$ cat src/rtl/pipelined_rca.sv
// Pipelined ripple-carry adder/subtractor: CHUNK bits per register stage, operands
// skewed through the pipe, with a global valid/ready stall across all stages.
module pipelined_rca #(
  parameter int WIDTH = 32,
  parameter int CHUNK = 4
) (
  input  logic             clk,
  input  logic             rst,
  input  logic             in_valid,
  output logic             in_ready,
  input  logic [WIDTH-1:0] a,
  input  logic [WIDTH-1:0] b,
  input  logic             cin,
  input  logic             sub,
  output logic             out_valid,
  input  logic             out_ready,
  output logic [WIDTH-1:0] sum,
  output logic             cout,
  output logic             ovf
);

  localparam int STAGES = (CHUNK >= 1) ? WIDTH / CHUNK : 1;

  if (CHUNK < 1 || (WIDTH % ((CHUNK >= 1) ? CHUNK : 1)) != 0) begin : g_bad_param
    $fatal(1, "pipelined_rca: WIDTH must be a positive multiple of CHUNK (CHUNK >= 1)");
  end

  logic             advance;
  logic [WIDTH-1:0] b_eff;
  logic             c0;

  assign advance  = !out_valid || out_ready;
  assign in_ready = advance;
  assign b_eff    = sub ? ~b : b;
  assign c0       = sub ? 1'b1 : cin;

  function automatic logic [CHUNK:0] add_chunk(input logic [CHUNK-1:0] x,
                                               input logic [CHUNK-1:0] y,
                                               input logic             ci);
    return {1'b0, x} + {1'b0, y} + {{CHUNK{1'b0}}, ci};
  endfunction

  for (genvar k = 0; k < STAGES; k++) begin : g_stage
    // IW: operand bits not yet summed on entry to this stage
    localparam int IW = WIDTH - k * CHUNK;
    localparam int SW = (k + 1) * CHUNK;

    logic [IW-1:0]  a_in;
    logic [IW-1:0]  b_in;
    logic           c_in;
    logic           vld_in;
    logic [CHUNK:0] chunk_res;
    logic [SW-1:0]  sum_d;
    logic [SW-1:0]  sum_q;
    logic           carry_q;
    logic           vld_q;

    if (k == 0) begin : g_first
      assign a_in   = a;
      assign b_in   = b_eff;
      assign c_in   = c0;
      assign vld_in = in_valid;
      assign sum_d  = chunk_res[CHUNK-1:0];
    end else begin : g_next
      assign a_in   = g_stage[k-1].g_rem.a_rem_q;
      assign b_in   = g_stage[k-1].g_rem.b_rem_q;
      assign c_in   = g_stage[k-1].carry_q;
      assign vld_in = g_stage[k-1].vld_q;
      assign sum_d  = {chunk_res[CHUNK-1:0], g_stage[k-1].sum_q};
    end

    assign chunk_res = add_chunk(a_in[CHUNK-1:0], b_in[CHUNK-1:0], c_in);

    // ---- stage k register boundary ----
    always_ff @(posedge clk or posedge rst) begin
      if (rst) begin
        vld_q   <= 1'b0;
        carry_q <= 1'b0;
        sum_q   <= '0;
      end else if (advance) begin
        vld_q   <= vld_in;
        carry_q <= chunk_res[CHUNK];
        sum_q   <= sum_d;
      end
    end

    if (IW > CHUNK) begin : g_rem
      logic [IW-CHUNK-1:0] a_rem_q;
      logic [IW-CHUNK-1:0] b_rem_q;

      always_ff @(posedge clk or posedge rst) begin
        if (rst) begin
          a_rem_q <= '0;
          b_rem_q <= '0;
        end else if (advance) begin
          a_rem_q <= a_in[IW-1:CHUNK];
          b_rem_q <= b_in[IW-1:CHUNK];
        end
      end
    end else begin : g_msb
      // Same-sign operands giving an opposite-sign result is exactly c_in(MSB) ^ c_out(MSB)
      logic ovf_d;
      logic ovf_q;

      assign ovf_d = (a_in[IW-1] == b_in[IW-1]) && (chunk_res[CHUNK-1] != a_in[IW-1]);

      always_ff @(posedge clk or posedge rst) begin
        if (rst) begin
          ovf_q <= 1'b0;
        end else if (advance) begin
          ovf_q <= ovf_d;
        end
      end
    end
  end

  assign out_valid = g_stage[STAGES-1].vld_q;
  assign sum       = g_stage[STAGES-1].sum_q;
  assign cout      = g_stage[STAGES-1].carry_q;
  assign ovf       = g_stage[STAGES-1].g_msb.ovf_q;

endmodule

$ cat config.mk
export PLATFORM = sky130hd
export DESIGN_NAME = pipelined_rca
export DESIGN_NICKNAME = d
export VERILOG_FILES = /design/src/rtl/pipelined_rca.sv
export SDC_FILE = /design/constraint.sdc
export NUM_CORES = 1
export LEC_CHECK = 0
export ABC_AREA = 1
export CELL_PAD_IN_SITES_DETAIL_PLACEMENT = 0
export CELL_PAD_IN_SITES_GLOBAL_PLACEMENT = 1
export CORE_MARGIN = 2
export CORE_UTILIZATION = 47
export CTS_BUF_LIST = sky130_fd_sc_hd__clkbuf_2
export DETAILED_ROUTE_END_ITERATION = 12
export PLACE_DENSITY = 0.84
export SETUP_SLACK_MARGIN = 0.15
export SLEW_MARGIN = 30
export SYNTH_ARGS = -nofsm -noshare
export SYNTH_HDL_FRONTEND = slang
export SYNTH_SLANG_ARGS = --single-unit
$ cat constraint.sdc
create_clock -name clk -period 17.7 [get_ports clk]
set_input_delay 4.425 -clock clk [delete_from_list [all_inputs] [get_ports clk]]
set_output_delay 4.425 -clock clk [all_outputs]
set_load 0.02 [all_outputs]
==> metrics <==
status=finished clean; peak fanout along the critical path=77; CP Class=in2out; fin crit share=61.8%; crit path launch type=input pin; Final Net Count=1,922; final hold viol count=0; hold_buf cts=0; RSZ-0062 raised after global routing=no; critical path required time=13,280 ps; vias per std cell=4.67; Hold Path Class=reg2reg; clk slew on worst S/H paths=90 ps; share of layout cells above drive strength 1=8.91%; Final Wtd Congestion=0.768; max-slew violations=0; PnR Total Power=2.96 mW; largest cells by area after synthesis=dfrtp_1 (62%), nand2_1 (17%), o21ai_0 (4.3%); Gate Count Post-Synth=1,685; largest delay contributor family on the critical path=buffers and inverters; Inserted Clock Buffers=96; Bufs on Longest Clock Path=3; number of fill cells=3,004; Worst Hold Launch=g_stage[1].vld_q; Top Ports=106; first-pass GRT wire length=50.2 mm; largest net degree at the start of global routing=253; Synth Register Bits=385; Slowest-stage cell, CP=clkdlybuf4s50_1; Global Route Usage Sum=17.1%; biggest area consumer among synthesized cells=dfrtp_1; Root Driver=clkbuf_2; top cell type's share of synthesized area=61.7%; Setup Skew=62.0 ps; Residual DRC=0; setup_tns=0 ps; r2r worst-path depth=7; Mapped Area=15,600 um2; Ys Warns=0; Die Area=34,700 um2; CP dominant cell by count=clkdlybuf4s50_1; Async SR Flop Fraction=100%; Synth Flop Type=dfrtp_1; H-tree levels=3; initial antenna violation count=1; Mapped Nets=1,795; Slew Limit Headroom=42.3%; worst skew pair latency=880 ps; Detail Route Antenna Nets=0; via count=10,800; CTS tree=done; R2R Setup Slk=15,250 ps; row count=66; Initial Util=47.9%; Power Density=167 nW/um2; number of global-route vias before repair=10,700; Die Span X=186 um; PostCTS Resize Cnt=0; crit-path cells=clkdlybuf4s50_1, nor2_4, buf_4, inv_8, clkdlybuf4s50_1; worst r2r dst=g_stage[0].g_rem.a_rem_q[18]; Hold Path End=g_stage[2].vld_q; Netlist cell types=21; endpoint type of the worst setup path=output port; Final Critical Period=10,940 ps; Lkg Pwr=9.04 nW; clk sinks=385; post-CTS setup buffers=0; Max Cap Viol=0; DP Area=16,900 um2; Fmax=0.0914 GHz; final setup fails=0; Post-DP HPWL=17.3 mm; CP max stage delay=640 ps; post-synthesis sequential area ratio=61.7%; total congestion overflow=0; DR iter-0 viols=680; Die H=186 um; Design Area, Final=17,700 um2; EDFF count, synth=0; Routed WL per cell=12.4 um; Hold Path Depth=2; Worst-Margin Slew=866 ps; syn avg cell area=9.27 um2; Worst Path Buf+Inv=4; Reg-to-Reg Start=out_valid; drt total wl=28.5 mm; WP data arrival=6520 ps; Syn-to-layout area delta=13.4%; I/O Buffers=105; Peak VDD IR=0.0700 mV; Pre-Repair DR Iteration Count=5; core box area=32,600 um2
layout make-up:
class	instances	area [um2]	area share [%]
sequential	385	9630	54.4
multi-input combinational	1072	5010	28.3
timing repair buffer	117	1210	6.85
clock buffer	143	716	4.04
tap	442	553	3.12
inverter	140	546	3.08
clock inverter	7	36.3	0.205
antenna	1	2.50	0.0141
report_power, final:
| part | total, mW | switching, mW | internal, mW |
|---|---|---|---|
| sequential | 1.47 | 0.197 | 1.27 |
| clock | 0.531 | 0.322 | 0.209 |
| combinational | 0.965 | 0.590 | 0.375 |
| total | 2.96 | 1.11 | 1.86 |
worst max path at each step:
stage / start / endpoint / slack [ps] / depth (start not counted)
2_1_floorplan: rst / cout / 2580 / 1
3_3_place_gp: out_ready / in_ready / 6780 / 5
3_5_place_dp: out_ready / in_ready / 6760 / 5
4_1_cts: out_ready / in_ready / 6750 / 5
5_1_grt: out_ready / in_ready / 6630 / 5
6_report: out_ready / in_ready / 6760 / 5
sequential cells by signal, summed over array words and instances (netlist names):
signal	flops
cout	1
ovf	1
out_valid	1
g_stage.sum_q	112
g_stage.g_rem.a_rem_q	112
sum	32
g_stage.carry_q	7
g_stage.g_rem.b_rem_q	112
g_stage.vld_q	7
cell usage in the layout, fill, tap and decap left out, drive strengths merged:
cell           Yosys  routed
dfrtp            385     385
buf               81      13
xor2               3       3
or2                1       1
clkinv             0       4
clkinvlp           0       1
nor2              27      27
a21oi             16      16
ha                24      24
diode              0       1
o22ai              5       5
nand3             25      25
fa                16      16
o21ai            227     227
nand2            698     698
nand4              1       1
xnor2             29      29
inv              140     142
clkdlybuf4s50      0     104
clkbuf             7     143
synthesized netlist by cell type (16+ instances only):
master / count
inv_1: 139
xnor2_1: 29
o21ai_0: 134
nand2_1: 698
a21oi_1: 16
ha_1: 24
o21ai_1: 93
nor2_1: 26
dfrtp_1: 385
fa_1: 16
buf_2: 78
nand3_1: 25
metrics by stage:
stage | std cells | hold WS [ps] | setup slack [ps] | utilization, %
after floorplan | 1685 | 440 | 2580 | -
after global placement | 2153 | 448 | 6780 | 51.8
after detailed placement | 2154 | 454 | 6760 | 51.8
after CTS | 2304 | 435 | 6750 | 54.1
after global routing | 2307 | 478 | 6630 | 54.3
final | 2307 | 451 | 6760 | 54.3
layer usage:
metal	share of wire, %	GRT usage (%)
met1	50	24.5
met2	43	25.6
met3	4.7	4.27
met4	1.4	5.72
met5	0	0
cells by family after synthesis:
family	count (synthesis)	synth area share, %
xor+xnor	32	1.79
flops	385	61.7
buf+inv	228	6.22
simple gates	752	18.4
compound gates	248	7.99
fa+ha+maj	40	3.97
worst register-to-register path: cells and delay by family (launching register included):
family / cells / cell delay (ps)
buf+inv: 4 / 1580
flops: 1 / 380
simple gates: 2 / 300
compound gates: 1 / 120
Note: power is estimated with default switching activity, not from simulation.
